`config.mk`:
```
export PLATFORM = sky130hd
export DESIGN_NAME = clkdiv_cfg_arbiter
export DESIGN_NICKNAME = d
export VERILOG_FILES = /design/src/rtl/clkdiv_pkg.sv /design/src/rtl/rr_arb2.sv /design/src/rtl/clkdiv_cfg_arbiter.sv
export SDC_FILE = /design/constraint.sdc
export NUM_CORES = 1
export LEC_CHECK = 0
export CAP_MARGIN = 20
export CORE_UTILIZATION = 27
export DETAILED_ROUTE_END_ITERATION = 16
export GPL_ROUTABILITY_DRIVEN = 0
export PLACE_DENSITY = 0.61
export SYNTH_ARGS = -nofsm -noshare
export SYNTH_HDL_FRONTEND = slang
export SYNTH_HIERARCHICAL = 1
export SYNTH_SLANG_ARGS = --single-unit
```
`constraint.sdc`:
```
create_clock -name clk -period 2.4 [get_ports clk]
set_input_delay 0.48 -clock clk [delete_from_list [all_inputs] [get_ports clk]]
set_output_delay 0.48 -clock clk [all_outputs]
set_load 0.03 [all_outputs]
```
`src/rtl/clkdiv_pkg.sv`:
```
// clkdiv_pkg
// Shared definitions for the run-time programmable clock divider and its
// two-requester ratio-update controller.
//   - state_t       : controller state (IDLE accepts requests, PEND holds one)
//   - DEF_CNT_W     : default counter / ratio width
//   - MIN_DIV       : smallest ratio that can be applied
//   - REQ0 / REQ1   : bit positions of each requester in valid/grant vectors
package clkdiv_pkg;

  localparam int DEF_CNT_W = 4;
  localparam int MIN_DIV   = 2;
  localparam int NUM_REQ   = 2;
  localparam int REQ0      = 0;
  localparam int REQ1      = 1;

  typedef enum logic {
    IDLE = 1'b0,
    PEND = 1'b1
  } state_t;

endpackage

```
`src/rtl/rr_arb2.sv`:
```
// rr_arb2
// Purely combinational two-way round-robin arbiter.
// Ports:
//   valid      : request vector, bit REQ0 / REQ1
//   last_grant : index of the requester that completed the previous handshake
//   grant      : one-hot grant (all zero when nothing is valid)
// The grant depends only on the valids and the history bit, never on any
// ready, so a requester can rely on it while waiting.
module rr_arb2
  import clkdiv_pkg::*;
(
  input  logic [NUM_REQ-1:0] valid,
  input  logic               last_grant,
  output logic [NUM_REQ-1:0] grant
);

  // On a tie the requester that did not win last time is served; with a
  // single requester there is nothing to arbitrate.
  always_comb begin
    grant = '0;
    if (valid[REQ0] && valid[REQ1]) begin
      if (last_grant) begin
        grant[REQ0] = 1'b1;
      end else begin
        grant[REQ1] = 1'b1;
      end
    end else if (valid[REQ0]) begin
      grant[REQ0] = 1'b1;
    end else if (valid[REQ1]) begin
      grant[REQ1] = 1'b1;
    end
  end

endmodule

```
`src/rtl/clkdiv_cfg_arbiter.sv`:
```
// clkdiv_cfg_arbiter
// Programmable synchronous clock divider whose ratio can be changed at run
// time by two requesters. A new ratio is held pending and only applied at a
// divider wrap, so clk_out never produces a runt pulse.
// Ports:
//   clk, rst                      : clock, asynchronous active-high reset
//   reqN_valid / reqN_div         : requester N offers a ratio
//   reqN_ready                    : requester N handshake completes this cycle
//   clk_out                       : registered divided clock
//   tick                          : pulse in the first cycle of each period
//   cur_div                       : ratio currently in effect
//   busy                          : an accepted ratio waits for the next wrap
//   err                           : one-cycle pulse after an illegal ratio
module clkdiv_cfg_arbiter
  import clkdiv_pkg::*;
#(
  parameter int CNT_W       = DEF_CNT_W,
  parameter int DEFAULT_DIV = 6
) (
  input  logic             clk,
  input  logic             rst,
  input  logic             req0_valid,
  input  logic [CNT_W-1:0] req0_div,
  output logic             req0_ready,
  input  logic             req1_valid,
  input  logic [CNT_W-1:0] req1_div,
  output logic             req1_ready,
  output logic             clk_out,
  output logic             tick,
  output logic [CNT_W-1:0] cur_div,
  output logic             busy,
  output logic             err
);

  localparam logic [CNT_W-1:0] DEFAULT_DIV_W = CNT_W'(DEFAULT_DIV);
  localparam logic [CNT_W-1:0] MIN_DIV_W     = CNT_W'(MIN_DIV);
  localparam logic [CNT_W-1:0] ONE_W         = CNT_W'(1);

  state_t             state_q, state_d;
  logic [CNT_W-1:0]   cnt_q, cnt_d;
  logic [CNT_W-1:0]   cur_div_q, cur_div_d;
  logic [CNT_W-1:0]   pend_div_q, pend_div_d;
  logic               clk_out_q, clk_out_d;
  logic               tick_q, tick_d;
  logic               err_q, err_d;
  logic               last_grant_q, last_grant_d;

  logic [NUM_REQ-1:0] valid_vec;
  logic [NUM_REQ-1:0] grant;
  logic               idle;
  logic               hs_any;
  logic [CNT_W-1:0]   hs_div;
  logic               hs_legal;
  logic               wrap;

  assign valid_vec = {req1_valid, req0_valid};

  rr_arb2 u_arb (
    .valid      (valid_vec),
    .last_grant (last_grant_q),
    .grant      (grant)
  );

  // Requests are only served while no ratio is pending; a grant while
  // PEND is ignored so the pending ratio cannot be overwritten.
  assign idle       = (state_q == IDLE);
  assign req0_ready = idle & grant[REQ0];
  assign req1_ready = idle & grant[REQ1];
  assign hs_any     = req0_ready | req1_ready;
  assign hs_div     = grant[REQ1] ? req1_div : req0_div;
  assign hs_legal   = (hs_div >= MIN_DIV_W);

  // cnt never exceeds cur_div-1 because the ratio only changes when cnt
  // restarts at zero.
  assign wrap = (cnt_q == (cur_div_q - ONE_W));

  // Controller: accept one ratio while IDLE, then hold it until the end of
  // the period that is running. An illegal ratio still completes the
  // handshake and moves the round-robin pointer, but only raises err.
  always_comb begin
    state_d      = state_q;
    pend_div_d   = pend_div_q;
    cur_div_d    = cur_div_q;
    last_grant_d = last_grant_q;
    err_d        = 1'b0;
    unique case (state_q)
      IDLE: begin
        if (hs_any) begin
          last_grant_d = grant[REQ1];
          if (hs_legal) begin
            pend_div_d = hs_div;
            state_d    = PEND;
          end else begin
            err_d = 1'b1;
          end
        end
      end
      PEND: begin
        if (wrap) begin
          cur_div_d = pend_div_q;
          state_d   = IDLE;
        end
      end
      default: begin
        state_d = IDLE;
      end
    endcase
  end

  // Divider datapath. clk_out and tick are computed from the values the
  // counter and ratio will hold after this edge, so a ratio change at the
  // wrap is reflected in the very first cycle of the new period.
  always_comb begin
    cnt_d     = wrap ? '0 : (cnt_q + ONE_W);
    clk_out_d = (cnt_d >= (cur_div_d >> 1));
    tick_d    = (cnt_d == '0);
  end

  // All state registers share the asynchronous reset, which also discards
  // any pending ratio.
  always_ff @(posedge clk or posedge rst) begin
    if (rst) begin
      state_q      <= IDLE;
      cnt_q        <= '0;
      cur_div_q    <= DEFAULT_DIV_W;
      pend_div_q   <= '0;
      clk_out_q    <= 1'b0;
      tick_q       <= 1'b0;
      err_q        <= 1'b0;
      last_grant_q <= 1'b1;
    end else begin
      state_q      <= state_d;
      cnt_q        <= cnt_d;
      cur_div_q    <= cur_div_d;
      pend_div_q   <= pend_div_d;
      clk_out_q    <= clk_out_d;
      tick_q       <= tick_d;
      err_q        <= err_d;
      last_grant_q <= last_grant_d;
    end
  end

  assign clk_out = clk_out_q;
  assign tick    = tick_q;
  assign cur_div = cur_div_q;
  assign busy    = (state_q == PEND);
  assign err     = err_q;

endmodule

```
==> results of run 1 <==
metrics by stage:
step	setup slack, ps	TNS, ps
CTS	-22.5	-22.5
floorplan	-122	-122
global placement	63.9	0
finish	-3.63	-3.63
detailed placement	8.39	0
global route	-114	-114
synthesized netlist by cell type:
| library cell | n | share of area [%] |
|---|---|---|
| or2_1 | 1 | 0.67 |
| nand4_1 | 1 | 0.67 |
| dfrtp_1 | 14 | 37 |
| o21ai_0 | 5 | 2.7 |
| and2_1 | 1 | 0.67 |
| a21boi_1 | 1 | 0.80 |
| xnor2_1 | 4 | 3.7 |
| nand3_1 | 1 | 0.53 |
| xor2_1 | 2 | 1.9 |
| dfstp_2 | 3 | 8.4 |
| nor3_2 | 1 | 1.1 |
| nor2_1 | 7 | 2.8 |
| nand2b_1 | 2 | 1.3 |
| nor3b_1 | 1 | 0.80 |
| inv_1 | 7 | 2.8 |
| o21bai_1 | 1 | 0.80 |
| nand3_2 | 1 | 1.1 |
| a21boi_0 | 1 | 0.80 |
| o2bb2ai_1 | 2 | 1.9 |
| nor2b_1 | 3 | 2.0 |
| ha_1 | 5 | 6.7 |
| mux2i_1 | 5 | 5.3 |
| mux2_2 | 6 | 7.2 |
| a31o_2 | 1 | 0.93 |
| xor3_1 | 1 | 2.5 |
| nor3_1 | 2 | 1.1 |
| a21oi_1 | 2 | 1.1 |
| a21o_1 | 2 | 1.6 |
| buf_2 | 2 | 1.1 |
per-layer routing:
metal	GRT usage [%]	wire, um	up-vias
li1	-	-	360
met1	14.3	816	343
met2	18.4	860	17
met3	1.92	78	4
met4	6.82	29	0
met5	0	0	-
layout make-up:
type,count,area [um2],share of cell area (%)
multi-input combinational,59,515,38.8
sequential,17,430,32.4
timing repair buffer,30,273,20.5
tap,46,57.6,4.33
clock buffer,4,26.3,1.98
inverter,7,26.3,1.98
kinds of logic after synthesis:
logic type      after synthesis
buf+inv                       9
mux                          11
xor+xnor                      7
fa+ha+maj                     5
flops                        17
compound gates               15
simple gates                 21
tightest hold or removal path: cells and delay by family, from the launching register on:
| kind | cells | cell delay [ps] |
|---|---|---|
| AO/OA/AOI/OAI | 1 | 60 |
| flip-flops | 1 | 390 |
| buffers and inverters | 1 | 50 |
state kept, by name, indices dropped and copies added (netlist names):
name          cells
busy              1
clk_out           1
cnt_q             4
cur_div           4
err               1
last_grant_q      1
pend_div_q        4
tick              1
power breakdown:
group | internal (mW) | total [mW] | switching [mW]
Sequential | 0.443 | 0.556 | 0.113
Combinational | 0.673 | 1.27 | 0.594
Clock | 0.0646 | 0.150 | 0.0855
repair_timing:
action                     CTS  global route
hold endpoints to repair     0             0
cloned                       0             0
resized for setup            0             2
setup endpoints to repair    1             1
worst paths after layout:
kind / startpoint / to / depth (start not counted) / slack [ps]
setup / recovery: cur_div[1] / clk_out / 11 / -4
hold / removal: last_grant_q / last_grant_q / 2 / 500
setup reg to reg: cur_div[1] / clk_out / 11 / -4
hold reg to reg: last_grant_q / last_grant_q / 2 / 500
max in group asynchronous: rst / cur_div[0] / 2 / 1370
min in group asynchronous: rst / cnt_q[2] / 2 / 570
==> run_results.csv, run 1 <==
group,metric,value,unit
clock_network,clk_latency,290,ps
synthesis,ys_ff_latch,17,
global_routing,grt_pass1_vias,676,
cells_and_area,final_nets,135,
setup_path,cp_common_cell,"ha_4",
flow_run,drv_cap,0,
synthesis,synth_top_family_by_area,"simple AND/OR/NAND/NOR gates",
setup_path,arrival,2580,ps
sta,grt_setup_unrepaired,"yes",
clock_network,cts_num_sinks,17,
sta,holdWs,495,ps
synthesis,yosys.area_share.simple,12.6,%
place,place_inst,159,
synthesis,synth.distinct_cells,29,
clock_network,cts_buffer_depth,2,
sta,slew_headroom,56.4,%
global_routing,overflow,0,
cells_and_area,num_antenna_cells,0,
setup_path,critPathMaxFanout,2,
run_status,status,"finished with violations",
floorplanning,coreArea,0.00334,mm2
synthesis,synthCells,85,
clock_network,cts_tree,"built",
setup_path,crit_slowest_cell,"dfstp_2",
sta,fmax,0.416,GHz
pwr,powerDensity,1480,mW/mm2
drt,dr.first_iter.drc_count,18,
sta,finalCriticalPeriod,2400,ps
drt,drc_errors,0,
global_routing,grt_max_degree,18,
place,port_buffers,21,
place,place_area,0.00130,mm2
synthesis,synthAdderAreaFrac,6.66,%
synthesis,synth_nets,102,
sta,finalHoldViolCount,0,
cells_and_area,layout-drive-gt1-share,28.2,%
pwr,power,1.97,mW
drt,wl_per_cell,11.0,um
synthesis,synth.area.mux_share,12.5,%
synthesis,syn_area_per_cell,11.1,um2
floorplanning,start_util,28.2,%
synthesis,syn_area,940,um2
place,dp_hpwl,1.46,mm
worst_hold_path,hold_class,"flip-flop to flip-flop",
sta,worst_pin_slew,654,ps
cells_and_area,stdcell_area,0.00133,mm2
setup_path,slowest_delay,550,ps
global_routing,antenna_found_initial,0,
floorplanning,ioPinCount,22,
global_routing,grt_pass1_wl,3.03,mm
setup_path,crit_path_end_kind,"flip-flop",
drt,antenna_left,0,
clock_network,root_buffer,"clkbuf_4",
setup_path,required,2570,ps
clock_network,numCtsBuffers,3,
sta,clock_skew,7.60,ps
cells_and_area,mostFrequentLayoutCells,"clkdlybuf4s50_1 (19), dfrtp_1 (13), buf_4 (11)",
sta,setup_violations,1,
sta,setup_slack,-3.63,ps
floorplanning,die-area,0.00372,mm2
setup_path,crit_type,"flip-flop to flip-flop",
run_status,violations,"setup timing",
setup_path,crit_buf_inv,1,
setup_path,critPathTopFamily,"flip-flops",
synthesis,synth_compound_area_share,10.5,%
synthesis,synth_xor_area_share,8.12,%
clock_network,clk_pin_slew,100,ps
cells_and_area,final_util,39.8,%
setup_path,crit_chain,"inv_2 -> ha_4 -> xor3_1 -> nor3_2 -> nand3_2 -> mux2_4 -> ha_4 -> nand2b_4 -> a21o_1 -> a21oi_1 -> o21ai_1",
floorplanning,die_h,61.0,um
floorplanning,die_w,61.0,um
drt,first_pass_iters,2,
setup_path,cp-start-kind,"flip-flop",
cells_and_area,final_common_cell,"clkdlybuf4s50_1",
drt,vias,724,
synthesis,ys_warn_count,6,
sta,slew_viol_final,0,
clock_network,post-cts-setup-buffers,0,
clock_network,cts_hold_buf,0,
floorplanning,num_rows,21,
drt,wl,1.79,mm
pwr,p_leak,0.585,nW
synthesis,seq_area_frac_synth,45.7,%
cells_and_area,fin_cells,163,
clock_network,htree_num_levels,1,
sta,min_period_over_period,100,%
drt,viasPerCell,4.44,
global_routing,grtUsageTotal,11.4,%
pwr,ir_drop,0.419,mV
cells_and_area,synthToLayoutAreaGrowth,41.4,%
cells_and_area,fillCellCount,356,
Note: power is estimated with default switching activity, not from simulation.
==> run 2: changes to the inputs <==
--- a/config.mk
+++ b/config.mk
@@ -10,6 +10,7 @@
 export DETAILED_ROUTE_END_ITERATION = 16
 export GPL_ROUTABILITY_DRIVEN = 0
 export PLACE_DENSITY = 0.61
+export REMOVE_ABC_BUFFERS = 1
 export SYNTH_ARGS = -nofsm -noshare
 export SYNTH_HDL_FRONTEND = slang
 export SYNTH_HIERARCHICAL = 1
==> run_results.csv, run 2 (synthesis results as in run 1) <==
group,metric,value,unit
drt,viasPerCell,4.42,
sta,worst_pin_slew,621,ps
global_routing,grtUsageTotal,11.3,%
cells_and_area,synthToLayoutAreaGrowth,42.1,%
clock_network,cts_buffer_depth,2,
run_status,status,"finished with violations",
global_routing,antenna_found_initial,0,
drt,drc_errors,0,
drt,vias,720,
setup_path,crit_chain,"inv_2 -> ha_4 -> xnor2_2 -> nor3_2 -> nand3_2 -> mux2_4 -> ha_4 -> nand2b_4 -> a21o_1 -> a21oi_2 -> o21ai_1",
setup_path,arrival,2590,ps
clock_network,htree_num_levels,1,
cells_and_area,layout-drive-gt1-share,28.2,%
drt,first_pass_iters,4,
global_routing,grt_pass1_wl,3.04,mm
setup_path,crit_type,"flip-flop to flip-flop",
sta,finalHoldViolCount,0,
cells_and_area,num_antenna_cells,0,
cells_and_area,final_nets,135,
clock_network,post-cts-setup-buffers,0,
floorplanning,num_rows,21,
clock_network,clk_pin_slew,100,ps
sta,slew_viol_final,0,
clock_network,cts_tree,"built",
clock_network,cts_num_sinks,17,
sta,slew_headroom,58.5,%
place,dp_hpwl,1.45,mm
pwr,p_leak,0.599,nW
cells_and_area,mostFrequentLayoutCells,"clkdlybuf4s50_1 (19), dfrtp_1 (14), buf_4 (11)",
sta,clock_skew,4.41,ps
sta,finalCriticalPeriod,2400,ps
cells_and_area,fillCellCount,331,
sta,grt_setup_unrepaired,"yes",
run_status,violations,"setup timing",
flow_run,drv_cap,0,
clock_network,clk_latency,290,ps
sta,min_period_over_period,100,%
floorplanning,coreArea,0.00334,mm2
pwr,power,2.03,mW
sta,setup_slack,-3.33,ps
sta,setup_violations,1,
clock_network,numCtsBuffers,3,
setup_path,cp-start-kind,"flip-flop",
setup_path,slowest_delay,550,ps
floorplanning,ioPinCount,22,
clock_network,cts_hold_buf,0,
global_routing,overflow,0,
floorplanning,start_util,28.2,%
cells_and_area,fin_cells,163,
place,port_buffers,21,
place,place_inst,159,
drt,antenna_left,0,
drt,wl_per_cell,11.2,um
floorplanning,die-area,0.00372,mm2
setup_path,critPathMaxFanout,2,
floorplanning,die_w,61.0,um
global_routing,grt_max_degree,18,
floorplanning,die_h,61.0,um
sta,fmax,0.416,GHz
worst_hold_path,hold_class,"flip-flop to flip-flop",
setup_path,required,2590,ps
drt,wl,1.82,mm
clock_network,root_buffer,"clkbuf_4",
global_routing,grt_pass1_vias,697,
pwr,powerDensity,1520,mW/mm2
cells_and_area,final_common_cell,"clkdlybuf4s50_1",
setup_path,crit_slowest_cell,"dfstp_2",
drt,dr.first_iter.drc_count,14,
setup_path,cp_common_cell,"ha_4",
pwr,ir_drop,0.311,mV
setup_path,crit_path_end_kind,"flip-flop",
-- run 2: path summary, 6_finish.rpt --
path	startpoint	to	slack, ps	depth (start not counted)
worst min register to register	last_grant_q	last_grant_q	490	2
worst max-delay path	cur_div[1]	clk_out	-3	11
max in group asynchronous	rst	cur_div[0]	1450	2
min in group asynchronous	rst	cnt_q[3]	550	2
worst min-delay path	last_grant_q	last_grant_q	490	2
worst max register to register	cur_div[1]	clk_out	-3	11
-- run 2: layer usage --
metal | global-route usage, % | wire (um) | share of wire, %
met5 | 0 | 0 | 0
met4 | 5.84 | 27 | 1.5
met3 | 1.92 | 72 | 4.0
met2 | 19.5 | 902 | 50
met1 | 13.6 | 818 | 45
-- run 2: cell type report --
type	instances	area, um2	area share (%)
inverters	7	26.3	1.97
well taps	46	57.6	4.31
clock inverters	1	5.00	0.375
flip-flops and latches	17	429	32.1
multi-input cells	59	522	39.1
repair buffers	30	273	20.4
clock buffers	3	22.5	1.69
-- run 2: report_power, final --
group	total (mW)	switching [mW]	internal, mW
clock	0.152	0.0895	0.0621
sequential	0.563	0.121	0.442
combinational	1.32	0.620	0.697
total	2.03	0.830	1.20
-- run 2: timing repair --
action | in CTS | in global routing
resized for setup | 0 | 8
setup endpoints to repair | 1 | 1
pin swaps | 2 | 3
gates cloned | 0 | 0
-- run 2: through the flow --
stage	hold slack (ps)	TNS, ps	utilization, %	cell area, um2	worst slack, ps
floorplan	404	-255	-	930	-255
global placement	469	-60.4	37.8	1260	-60.4
detailed placement	475	-141	37.8	1260	-141
CTS	490	-106	38.6	1290	-106
global route	529	-101	40.0	1340	-101
finish	488	-3.33	40.0	1340	-3.33
-- run 2: critical path: cells and delay by family, from the launching register on --
kind            cells  cell delay, ps
compound gates      3             360
buf+inv             1              50
simple gates        3             480
mux                 1             330
flops               1             550
fa+ha+maj           2             420
xor+xnor            1             130
==> run 3: changes to the inputs <==
--- a/config.mk
+++ b/config.mk
@@ -9,7 +9,8 @@
 export CORE_UTILIZATION = 27
 export DETAILED_ROUTE_END_ITERATION = 16
 export GPL_ROUTABILITY_DRIVEN = 0
-export PLACE_DENSITY = 0.61
+export PLACE_DENSITY = 0.6
+export RECOVER_POWER = 50
 export REMOVE_ABC_BUFFERS = 1
 export SYNTH_ARGS = -nofsm -noshare
 export SYNTH_HDL_FRONTEND = slang
==> run_results.csv, run 3 (synthesis results as in run 1) <==
group,metric,value,unit
run_status,status,"finished with violations",
run_status,violations,"setup timing",
drt,first_pass_iters,4,
drt,wl,1.99,mm
sta,setup_slack,-38.7,ps
cells_and_area,synthToLayoutAreaGrowth,42.5,%
drt,viasPerCell,4.49,
setup_path,startpoint,"cur_div[1]",
setup_path,cp-start-kind,"flip-flop",
sta,slew_headroom,57.6,%
clock_network,cts_buffer_depth,2,
setup_path,cp.depth,11,
clock_network,clk_latency,290,ps
clock_network,numCtsBuffers,3,
sta,setup_violations,1,
pwr,powerDensity,1520,mW/mm2
drt,dr.first_iter.drc_count,29,
sta,grt_setup_unrepaired,"yes",
drt,drc_errors,0,
sta,fmax,0.410,GHz
setup_path,critPathMaxFanout,2,
setup_path,critPathTopFamily,"flip-flops",
drt,vias,737,
floorplanning,die_h,61.0,um
place,port_buffers,21,
global_routing,grt_pass1_vias,759,
setup_path,r2r_slack,-40,ps
sta,worst_pin_slew,636,ps
global_routing,grt_pass1_wl,3.32,mm
pwr,p_leak,0.601,nW
global_routing,grtUsageTotal,12.8,%
clock_network,root_buffer,"clkbuf_4",
setup_path,crit_type,"flip-flop to flip-flop",
setup_path,crit_path_end_kind,"flip-flop",
drt,wl_per_cell,12.1,um
setup_path,crit_chain,"inv_2 -> ha_4 -> xor3_1 -> nor3_2 -> nand3_2 -> mux2_4 -> ha_4 -> nand2b_4 -> a21o_1 -> a21oi_1 -> o21ai_1",
global_routing,antenna_found_initial,0,
floorplanning,die_w,61.0,um
floorplanning,num_rows,21,
cells_and_area,layout-drive-gt1-share,27.1,%
setup_path,slowest_delay,550,ps
cells_and_area,num_antenna_cells,0,
setup_path,crit_slowest_cell,"dfstp_2",
clock_network,cts_tree,"built",
flow_run,drv_cap,0,
cells_and_area,final_nets,136,
sta,slew_viol_final,0,
setup_path,crit_buf_inv,1,
setup_path,timing.rr.start,"cur_div[1]",
sta,finalHoldViolCount,0,
floorplanning,start_util,28.2,%
cells_and_area,mostFrequentLayoutCells,"clkdlybuf4s50_1 (18), dfrtp_1 (14), buf_4 (10)",
floorplanning,coreArea,0.00334,mm2
clock_network,clk_pin_slew,100,ps
setup_path,reg2reg_to,"clk_out",
place,post-place-ws,-153,ps
clock_network,cts_num_sinks,17,
worst_hold_path,hold_class,"flip-flop to flip-flop",
sta,clock_skew,3.13,ps
global_routing,overflow,0,
setup_path,cp_common_cell,"ha_4",
sta,finalCriticalPeriod,2440,ps
setup_path,rr_worst_depth,11,
place,dp_hpwl,1.52,mm
global_routing,grt_max_degree,18,
floorplanning,ioPinCount,22,
sta,holdWs,491,ps
cells_and_area,final_common_cell,"clkdlybuf4s50_1",
sta,min_period_over_period,102,%
clock_network,htree_num_levels,1,
setup_path,arrival,2630,ps
setup_path,required,2590,ps
pwr,ir_drop,0.362,mV
floorplanning,die-area,0.00372,mm2
setup_path,endpoint,"clk_out",
drt,antenna_left,0,
==> run 3: final cells by class <==
class                      count  area, um2
inverter                       7       26.3
clock buffer                   3       22.5
multi-input combinational     59        518
timing repair buffer          31        280
tap                           46       57.6
sequential                    17        429
clock inverter                 1       5.00
fill                         346       2000
==> run 3: where the power goes <==
| group | switching [mW] | leakage (nW) | total (mW) | internal (mW) |
|---|---|---|---|---|
| Sequential | 0.120 | 0.200 | 0.562 | 0.442 |
| Combinational | 0.622 | 0.384 | 1.32 | 0.701 |
| Clock | 0.0939 | 0.0177 | 0.156 | 0.0621 |
==> run 3: worst min-delay path by stage <==
stage	to	slack, ps	cells past startpoint	startpoint
finish	last_grant_q	490	2	last_grant_q
global route	last_grant_q	520	2	last_grant_q
CTS	last_grant_q	500	2	last_grant_q
detailed placement	last_grant_q	480	2	last_grant_q
global placement	last_grant_q	470	2	last_grant_q
floorplan	busy	400	1	rst
==> run 3: metrics by stage <==
stage	total power [mW]	area, um2	std cells	setup TNS, ps	utilization (%)
after detailed placement	1.73	1260	159	-153	37.8
after global placement	1.70	1260	159	-61.1	37.8
after global routing	2.22	1340	164	-216	40.1
after CTS	2.04	1340	164	-4.47	40.2
final	2.04	1340	164	-38.7	40.1
after floorplan	1.34	930	83	-255	-
==> run 3: routing by layer <==
metal / wire, um / GRT usage (%) / share of wire (%)
met5: 0 / 0 / 0
met4: 37 / 6.82 / 1.9
met3: 62 / 2.77 / 3.1
met2: 1050 / 22.1 / 53
met1: 836 / 14.6 / 42
==> run 3: timing repair <==
action	CTS	global route
resized for setup	8	0
hold buffers	0	0
buffers inserted	1	0
endpoints found under the setup margin	1	1
pin swaps	3	0
endpoints found under the hold margin	0	0
==> run 3: worst register-to-register path: cells and delay by family, from the launching register on <==
family | cells | cell delay [ps]
and+or+nand+nor | 3 | 490
DFF | 1 | 550
adders and majority gates | 2 | 350
AOI/OAI and AO/OA | 3 | 370
muxes | 1 | 340
buffers and inverters | 1 | 40
xor gates and xnor gates | 1 | 180
